`src/rtl/mic_capture_ctrl_if.sv`:
```
// Control/handshake bundle between the capture sequencer, the sample FIFOs and the UART.
interface mic_capture_ctrl_if #(
  parameter int unsigned CNT_W = 16
);
  logic             start;
  logic             abort;
  logic             ws_in;
  logic             fifo_full;
  logic             fifo_empty;
  logic             tx_ready;
  logic             fifo_wr_en;
  logic             fifo_rd_en;
  logic             uart_ena;
  logic             busy;
  logic             done;
  logic             overflow;
  logic [CNT_W-1:0] cap_count;

  modport master (
    input  start, abort, ws_in, fifo_full, fifo_empty, tx_ready,
    output fifo_wr_en, fifo_rd_en, uart_ena, busy, done, overflow, cap_count
  );

  modport slave (
    output start, abort, ws_in, fifo_full, fifo_empty, tx_ready,
    input  fifo_wr_en, fifo_rd_en, uart_ena, busy, done, overflow, cap_count
  );
endinterface

```
`src/rtl/mic_capture_ctrl.sv`:
```
// Sequences one microphone capture burst: CAP_LEN word-select-aligned FIFO writes,
// then drains the FIFOs through the UART until the read side has been empty for DRAIN_IDLE cycles.
module mic_capture_ctrl #(
  parameter int unsigned CAP_LEN     = 1024,
  parameter int unsigned CNT_W       = 16,
  parameter int unsigned SYNC_STAGES = 2,
  parameter int unsigned DRAIN_IDLE  = 16
) (
  input  logic                 sys_clk,
  input  logic                 sys_rst_n,
  mic_capture_ctrl_if.master   bus
);

  localparam int unsigned IDLE_W = $clog2(DRAIN_IDLE + 1);

  typedef enum logic [2:0] {
    S_IDLE,
    S_ARM,
    S_CAPTURE,
    S_DRAIN,
    S_DONE
  } state_t;

  state_t                 state;
  logic [SYNC_STAGES-1:0] ws_sync;
  logic                   ws_d;
  logic                   ws_rise;
  logic [IDLE_W-1:0]      idle_cnt;

  // Word-select synchroniser and rising-edge detect
  always_ff @(posedge sys_clk or negedge sys_rst_n) begin
    if (!sys_rst_n) begin
      ws_sync <= '0;
      ws_d    <= 1'b0;
    end else begin
      ws_sync <= {ws_sync[SYNC_STAGES-2:0], bus.ws_in};
      ws_d    <= ws_sync[SYNC_STAGES-1];
    end
  end

  assign ws_rise = ws_sync[SYNC_STAGES-1] & ~ws_d;

  // The final capture write lands in the first DRAIN cycle, so reads are held off for that cycle
  assign bus.uart_ena   = (state == S_DRAIN) & ~bus.fifo_empty;
  assign bus.fifo_rd_en = (state == S_DRAIN) & bus.tx_ready & ~bus.fifo_empty & ~bus.fifo_wr_en;

  always_ff @(posedge sys_clk or negedge sys_rst_n) begin
    if (!sys_rst_n) begin
      state         <= S_IDLE;
      bus.fifo_wr_en <= 1'b0;
      bus.busy      <= 1'b0;
      bus.done      <= 1'b0;
      bus.overflow  <= 1'b0;
      bus.cap_count <= '0;
      idle_cnt      <= '0;
    end else begin
      bus.fifo_wr_en <= 1'b0;
      bus.done       <= 1'b0;
      if (bus.abort) begin
        state    <= S_IDLE;
        bus.busy <= 1'b0;
      end else begin
        unique case (state)
          S_IDLE: begin
            if (bus.start) begin
              state         <= S_ARM;
              bus.busy      <= 1'b1;
              bus.cap_count <= '0;
              bus.overflow  <= 1'b0;
            end
          end
          // First edge only aligns the burst to a frame boundary
          S_ARM: begin
            if (ws_rise) state <= S_CAPTURE;
          end
          S_CAPTURE: begin
            if (ws_rise) begin
              if (!bus.fifo_full) bus.fifo_wr_en <= 1'b1;
              else                bus.overflow   <= 1'b1;
              if (bus.cap_count < CNT_W'(CAP_LEN)) bus.cap_count <= bus.cap_count + CNT_W'(1);
              if (bus.cap_count >= CNT_W'(CAP_LEN - 1)) begin
                state    <= S_DRAIN;
                idle_cnt <= '0;
              end
            end
          end
          S_DRAIN: begin
            if (bus.fifo_empty) begin
              if (idle_cnt == IDLE_W'(DRAIN_IDLE - 1)) begin
                state    <= S_DONE;
                bus.busy <= 1'b0;
                bus.done <= 1'b1;
              end else begin
                idle_cnt <= idle_cnt + IDLE_W'(1);
              end
            end else begin
              idle_cnt <= '0;
            end
          end
          S_DONE: state <= S_IDLE;
          default: begin
            state    <= S_IDLE;
            bus.busy <= 1'b0;
          end
        endcase
      end
    end
  end

endmodule

```
`src/flat_wrapper.sv`:
```
// flat-port wrapper written by rule: the top's interface ports become plain ports
module mic_capture_ctrl_flat 
#(
  parameter int unsigned CAP_LEN     = 1024,
  parameter int unsigned CNT_W       = 16,
  parameter int unsigned SYNC_STAGES = 2,
  parameter int unsigned DRAIN_IDLE  = 16
)
  (sys_clk, sys_rst_n, bus_start, bus_abort, bus_ws_in, bus_fifo_full, bus_fifo_empty, bus_tx_ready, bus_fifo_wr_en, bus_fifo_rd_en, bus_uart_ena, bus_busy, bus_done, bus_overflow, bus_cap_count);
  mic_capture_ctrl_if #(.CNT_W(CNT_W)) bus_i ();
  input  logic sys_clk;
  input  logic sys_rst_n;
  input wire logic [$bits(bus_i.start)-1:0] bus_start;
  input wire logic [$bits(bus_i.abort)-1:0] bus_abort;
  input wire logic [$bits(bus_i.ws_in)-1:0] bus_ws_in;
  input wire logic [$bits(bus_i.fifo_full)-1:0] bus_fifo_full;
  input wire logic [$bits(bus_i.fifo_empty)-1:0] bus_fifo_empty;
  input wire logic [$bits(bus_i.tx_ready)-1:0] bus_tx_ready;
  output wire logic [$bits(bus_i.fifo_wr_en)-1:0] bus_fifo_wr_en;
  output wire logic [$bits(bus_i.fifo_rd_en)-1:0] bus_fifo_rd_en;
  output wire logic [$bits(bus_i.uart_ena)-1:0] bus_uart_ena;
  output wire logic [$bits(bus_i.busy)-1:0] bus_busy;
  output wire logic [$bits(bus_i.done)-1:0] bus_done;
  output wire logic [$bits(bus_i.overflow)-1:0] bus_overflow;
  output wire logic [$bits(bus_i.cap_count)-1:0] bus_cap_count;
  assign bus_i.start = bus_start;
  assign bus_i.abort = bus_abort;
  assign bus_i.ws_in = bus_ws_in;
  assign bus_i.fifo_full = bus_fifo_full;
  assign bus_i.fifo_empty = bus_fifo_empty;
  assign bus_i.tx_ready = bus_tx_ready;
  assign bus_fifo_wr_en = bus_i.fifo_wr_en;
  assign bus_fifo_rd_en = bus_i.fifo_rd_en;
  assign bus_uart_ena = bus_i.uart_ena;
  assign bus_busy = bus_i.busy;
  assign bus_done = bus_i.done;
  assign bus_overflow = bus_i.overflow;
  assign bus_cap_count = bus_i.cap_count;
  mic_capture_ctrl #(.CAP_LEN(CAP_LEN), .CNT_W(CNT_W), .SYNC_STAGES(SYNC_STAGES), .DRAIN_IDLE(DRAIN_IDLE)) u_core (.sys_clk(sys_clk), .sys_rst_n(sys_rst_n), .bus(bus_i));
endmodule
```
`config.mk`:
```
export PLATFORM = sky130hd
export DESIGN_NAME = mic_capture_ctrl_flat
export DESIGN_NICKNAME = d
export VERILOG_FILES = /design/src/rtl/mic_capture_ctrl_if.sv /design/src/rtl/mic_capture_ctrl.sv /design/src/flat_wrapper.sv
export SDC_FILE = /design/constraint.sdc
export NUM_CORES = 1
export LEC_CHECK = 0
export BUFFER_PORTS_ARGS = -buffer_cell sky130_fd_sc_hd__buf_2
export CAP_MARGIN = 20
export CORE_ASPECT_RATIO = 1.2
export CORE_MARGIN = 4
export CORE_UTILIZATION = 50
export CTS_CLUSTER_DIAMETER = 40
export DETAILED_ROUTE_END_ITERATION = 8
export GPL_TIMING_DRIVEN = 0
export HOLD_SLACK_MARGIN = 0.08
export PLACE_DENSITY = 0.83
export SKIP_LAST_GASP = 1
export SYNTH_ARGS = -nofsm -noshare
export SYNTH_HDL_FRONTEND = slang
export SYNTH_SLANG_ARGS = --single-unit
```
`constraint.sdc`:
```
create_clock -name sys_clk -period 2.4 [get_ports sys_clk]
set_input_delay 0.48 -clock sys_clk [delete_from_list [all_inputs] [get_ports sys_clk]]
set_output_delay 0.48 -clock sys_clk [all_outputs]
set_load 0.02 [all_outputs]
```
==> flow_summary_export.csv <==
group,metric,value,unit
run_status,outcome,"finished clean",
hold_path,hold_class,"input port to asynchronous set/reset pin",
synth,yosys_warnings,0,
detailed_routing,wl_per_cell,15.5,um
synth,ys.flop_type,"dfrtp_1",
detailed_routing,totalWireLength,3560,um
detailed_routing,ant_nets,0,
cts,cts.sinks,31,
critical_path,cp_max_fo,10,
timing,period_needed,2.31,ns
die,initial_utilization,0.517,
cts,htreeDepth,2,
critical_path,cp.arrival,2.57,ns
global_route,grt_pass1_vias,1374,
synth,ys_ff_latch,31,
power_and_ir_drop,p_total,0.929,mW
run,maxCapViolCount,0,
final_layout,final_nets,205,
power_and_ir_drop,p_leak,0.885,nW
synth,synth-async-reset-ratio,1.00,
die,die_y,69.6,um
cts,clk_latency,0.34,ns
detailed_routing,drt_iter0_drc,92,
timing,setup_slack,0.0899,ns
final_layout,area_growth,15.7,%
die,rows,22,
final_layout,final_common_cell,"dfrtp_1",
timing,totalNegativeSetupSlack,0,ns
detailed_routing,drc,0,
synth,syn_area_per_cell,10.1,um^2
critical_path,criticalPathCategory,"flip-flop to flip-flop",
die,io_pins,30,
placement,pre_cts_ws,0.0678,ns
detailed_routing,maxUsedRoutingLayer,"met4",
detailed_routing,vias,1384,
global_route,grt_pass1_wl,6100,um
detailed_routing,drtPass1Iterations,5,
critical_path,r2r_cells,5,
final_layout,n_fill_cell,265,
synth,yosysTopAreaCell,"dfrtp_1",
cts,cts_tree,"done",
power_and_ir_drop,vdd_ir_drop_max,0.468,mV
detailed_routing,detail_route.wirelength.met1,1400,um
timing,rsz0062_at_grt,"false",
cts,clkSlewWorstSetupHoldPaths,0.10,ns
global_route,overflow,0,
critical_path,r2r-end,"u_core.bus.cap_count[7]",
power_and_ir_drop,powerDensity,508,nW/um^2
placement,hpwl,2650,um
global_route,grt_usage,0.192,
synth,syn_inst,157,
synth,synth_top_area_share,0.491,
cts,root_buffer,"clkbuf_4",
timing,fin_hold_ws,0.165,ns
critical_path,critPathCaptureType,"flip-flop",
die,die_w,59.3,um
timing,tightest_slew,0.670,ns
final_layout,antennaDiodeCount,0,
timing,drv_slew,0,
cts,hold_buffers,0,
die,die-area,4130,um^2
critical_path,r2r_slack,0.09,ns
detailed_routing,wl_met3,197,um
timing,setup-violations-final,0,
timing,timing.final.crit_share,0.963,
die,core_area,3060,um^2
critical_path,reg2reg_from,"u_core.bus.cap_count[12]",
global_route,grt_max_degree,32,
timing,hold_viol,0,
placement,port_buffers,29,
cts,cts_made_buffers,5,
synth,ys_types,47,
critical_path,start_kind,"flip-flop",
timing,fin_skew,0.0115,ns
timing,relSlewSlack,0.553,
final_layout,layout_common_cells,"31 x dfrtp_1, 30 x buf_2, 11 x nand2_1",
synth,synthTopCellsByArea,"dfrtp_1 49%, or4_1 3.3%, a21oi_1 2.9%",
synth,synth-edff-count,0,
global_route,antenna_found_initial,0,
cts,cts.path.max_buffers,2,
timing,clock.fmax,433,MHz
synth,syn_nets,168,
detailed_routing,wl_met2,1850,um
placement,place_congestion,0.910,
synth,netlist_area,1580,um^2
final_layout,drive_above_1_share,0.259,
critical_path,cp_data_required_time,2.66,ns
detailed_routing,viasPerCell,6.04,
synth,seq_area_frac_synth,0.491,
[state kept, by name, summed over array words and instances, names as in the netlist]
| register | cells |
|---|---|
| u_core.bus.busy | 1 |
| u_core.bus.cap_count | 16 |
| u_core.bus.done | 1 |
| u_core.bus.fifo_wr_en | 1 |
| u_core.bus.overflow | 1 |
| u_core.idle_cnt | 5 |
| u_core.state | 3 |
| u_core.ws_d | 1 |
| u_core.ws_sync | 2 |
[cell type report]
class / instances / area, um^2 / share of cell area
Sequential cell: 31 / 776 / 0.424
Multi-Input combinational cell: 113 / 746 / 0.408
Timing Repair Buffer: 30 / 153 / 0.0835
Buffer: 6 / 41.3 / 0.0226
Tap cell: 36 / 45.0 / 0.0246
Inverter: 7 / 26.3 / 0.0144
Clock buffer: 6 / 41.3 / 0.0226
[cells in the mapped netlist (2+ instances only)]
| master | n |
|---|---|
| dfrtp_1 | 31 |
| nand2_1 | 11 |
| a21oi_1 | 9 |
| nor2_1 | 9 |
| nand3_1 | 8 |
| inv_1 | 7 |
| or4_1 | 7 |
| nor3_1 | 6 |
| o31ai_1 | 6 |
| nor2b_1 | 5 |
| and2_1 | 4 |
| clkbuf_1 | 3 |
| ha_1 | 3 |
| mux2_2 | 3 |
| nor3b_1 | 3 |
| nor4_1 | 3 |
| o211ai_1 | 3 |
| and3_1 | 2 |
| buf_6 | 2 |
| mux2i_1 | 2 |
| nand2b_1 | 2 |
| nand4_1 | 2 |
| o21ai_0 | 2 |
[critical path, stage by stage (launching register included)]
cell and delay [ns]:
dfrtp_1 0.40, or4_1 0.62, o31a_1 0.37, clkbuf_2 0.20, or4_1 0.49, a21oi_1 0.16
[repair_timing]
item / 4_1_cts / 5_1_grt
setup endpoints to repair: 0 / 4
setup buffers: 0 / 1
gates resized for setup: 0 / 5
[worst max path at each step]
| stage | to | start | slack [ns] |
|---|---|---|---|
| floorplan | bus_fifo_rd_en | u_core.state[1] | 0.10 |
| global placement | u_core.bus.cap_count[9] | bus_abort | 0.09 |
| detailed placement | u_core.bus.cap_count[9] | bus_abort | 0.07 |
| CTS | bus_fifo_rd_en | u_core.state[1] | 0.01 |
| global route | u_core.bus.cap_count[7] | u_core.bus.cap_count[12] | 0.0009 |
| finish | u_core.bus.cap_count[7] | u_core.bus.cap_count[12] | 0.09 |
[where the power goes]
group          total (mW)  internal [mW]  switching (mW)
clock               0.274          0.104           0.170
sequential          0.551          0.539          0.0121
combinational       0.104         0.0375          0.0664
total               0.929          0.680           0.248
[through the flow]
| step | util | instances | cell area, um^2 |
|---|---|---|---|
| final | 0.598 | 229 | 1830 |
| after CTS | 0.593 | 228 | 1810 |
| after floorplan | - | 157 | 1580 |
| after global placement | 0.579 | 222 | 1770 |
| after detailed placement | 0.579 | 222 | 1770 |
| after global routing | 0.598 | 229 | 1830 |
[cell families after synthesis]
logic type	share of synthesized area
buffers and inverters	0.0412
adders and majority gates	0.0238
AOI/OAI and AO/OA	0.154
muxes	0.0340
and+or+nand+nor	0.256
DFF	0.491
[layer usage]
| layer | GRT usage | vias up |
|---|---|---|
| met5 | 0 | - |
| met4 | 0.108 | 0 |
| met3 | 0.0447 | 14 |
| met2 | 0.318 | 53 |
| met1 | 0.217 | 658 |
| li1 | - | 659 |
(Power assumes the default switching activity.)
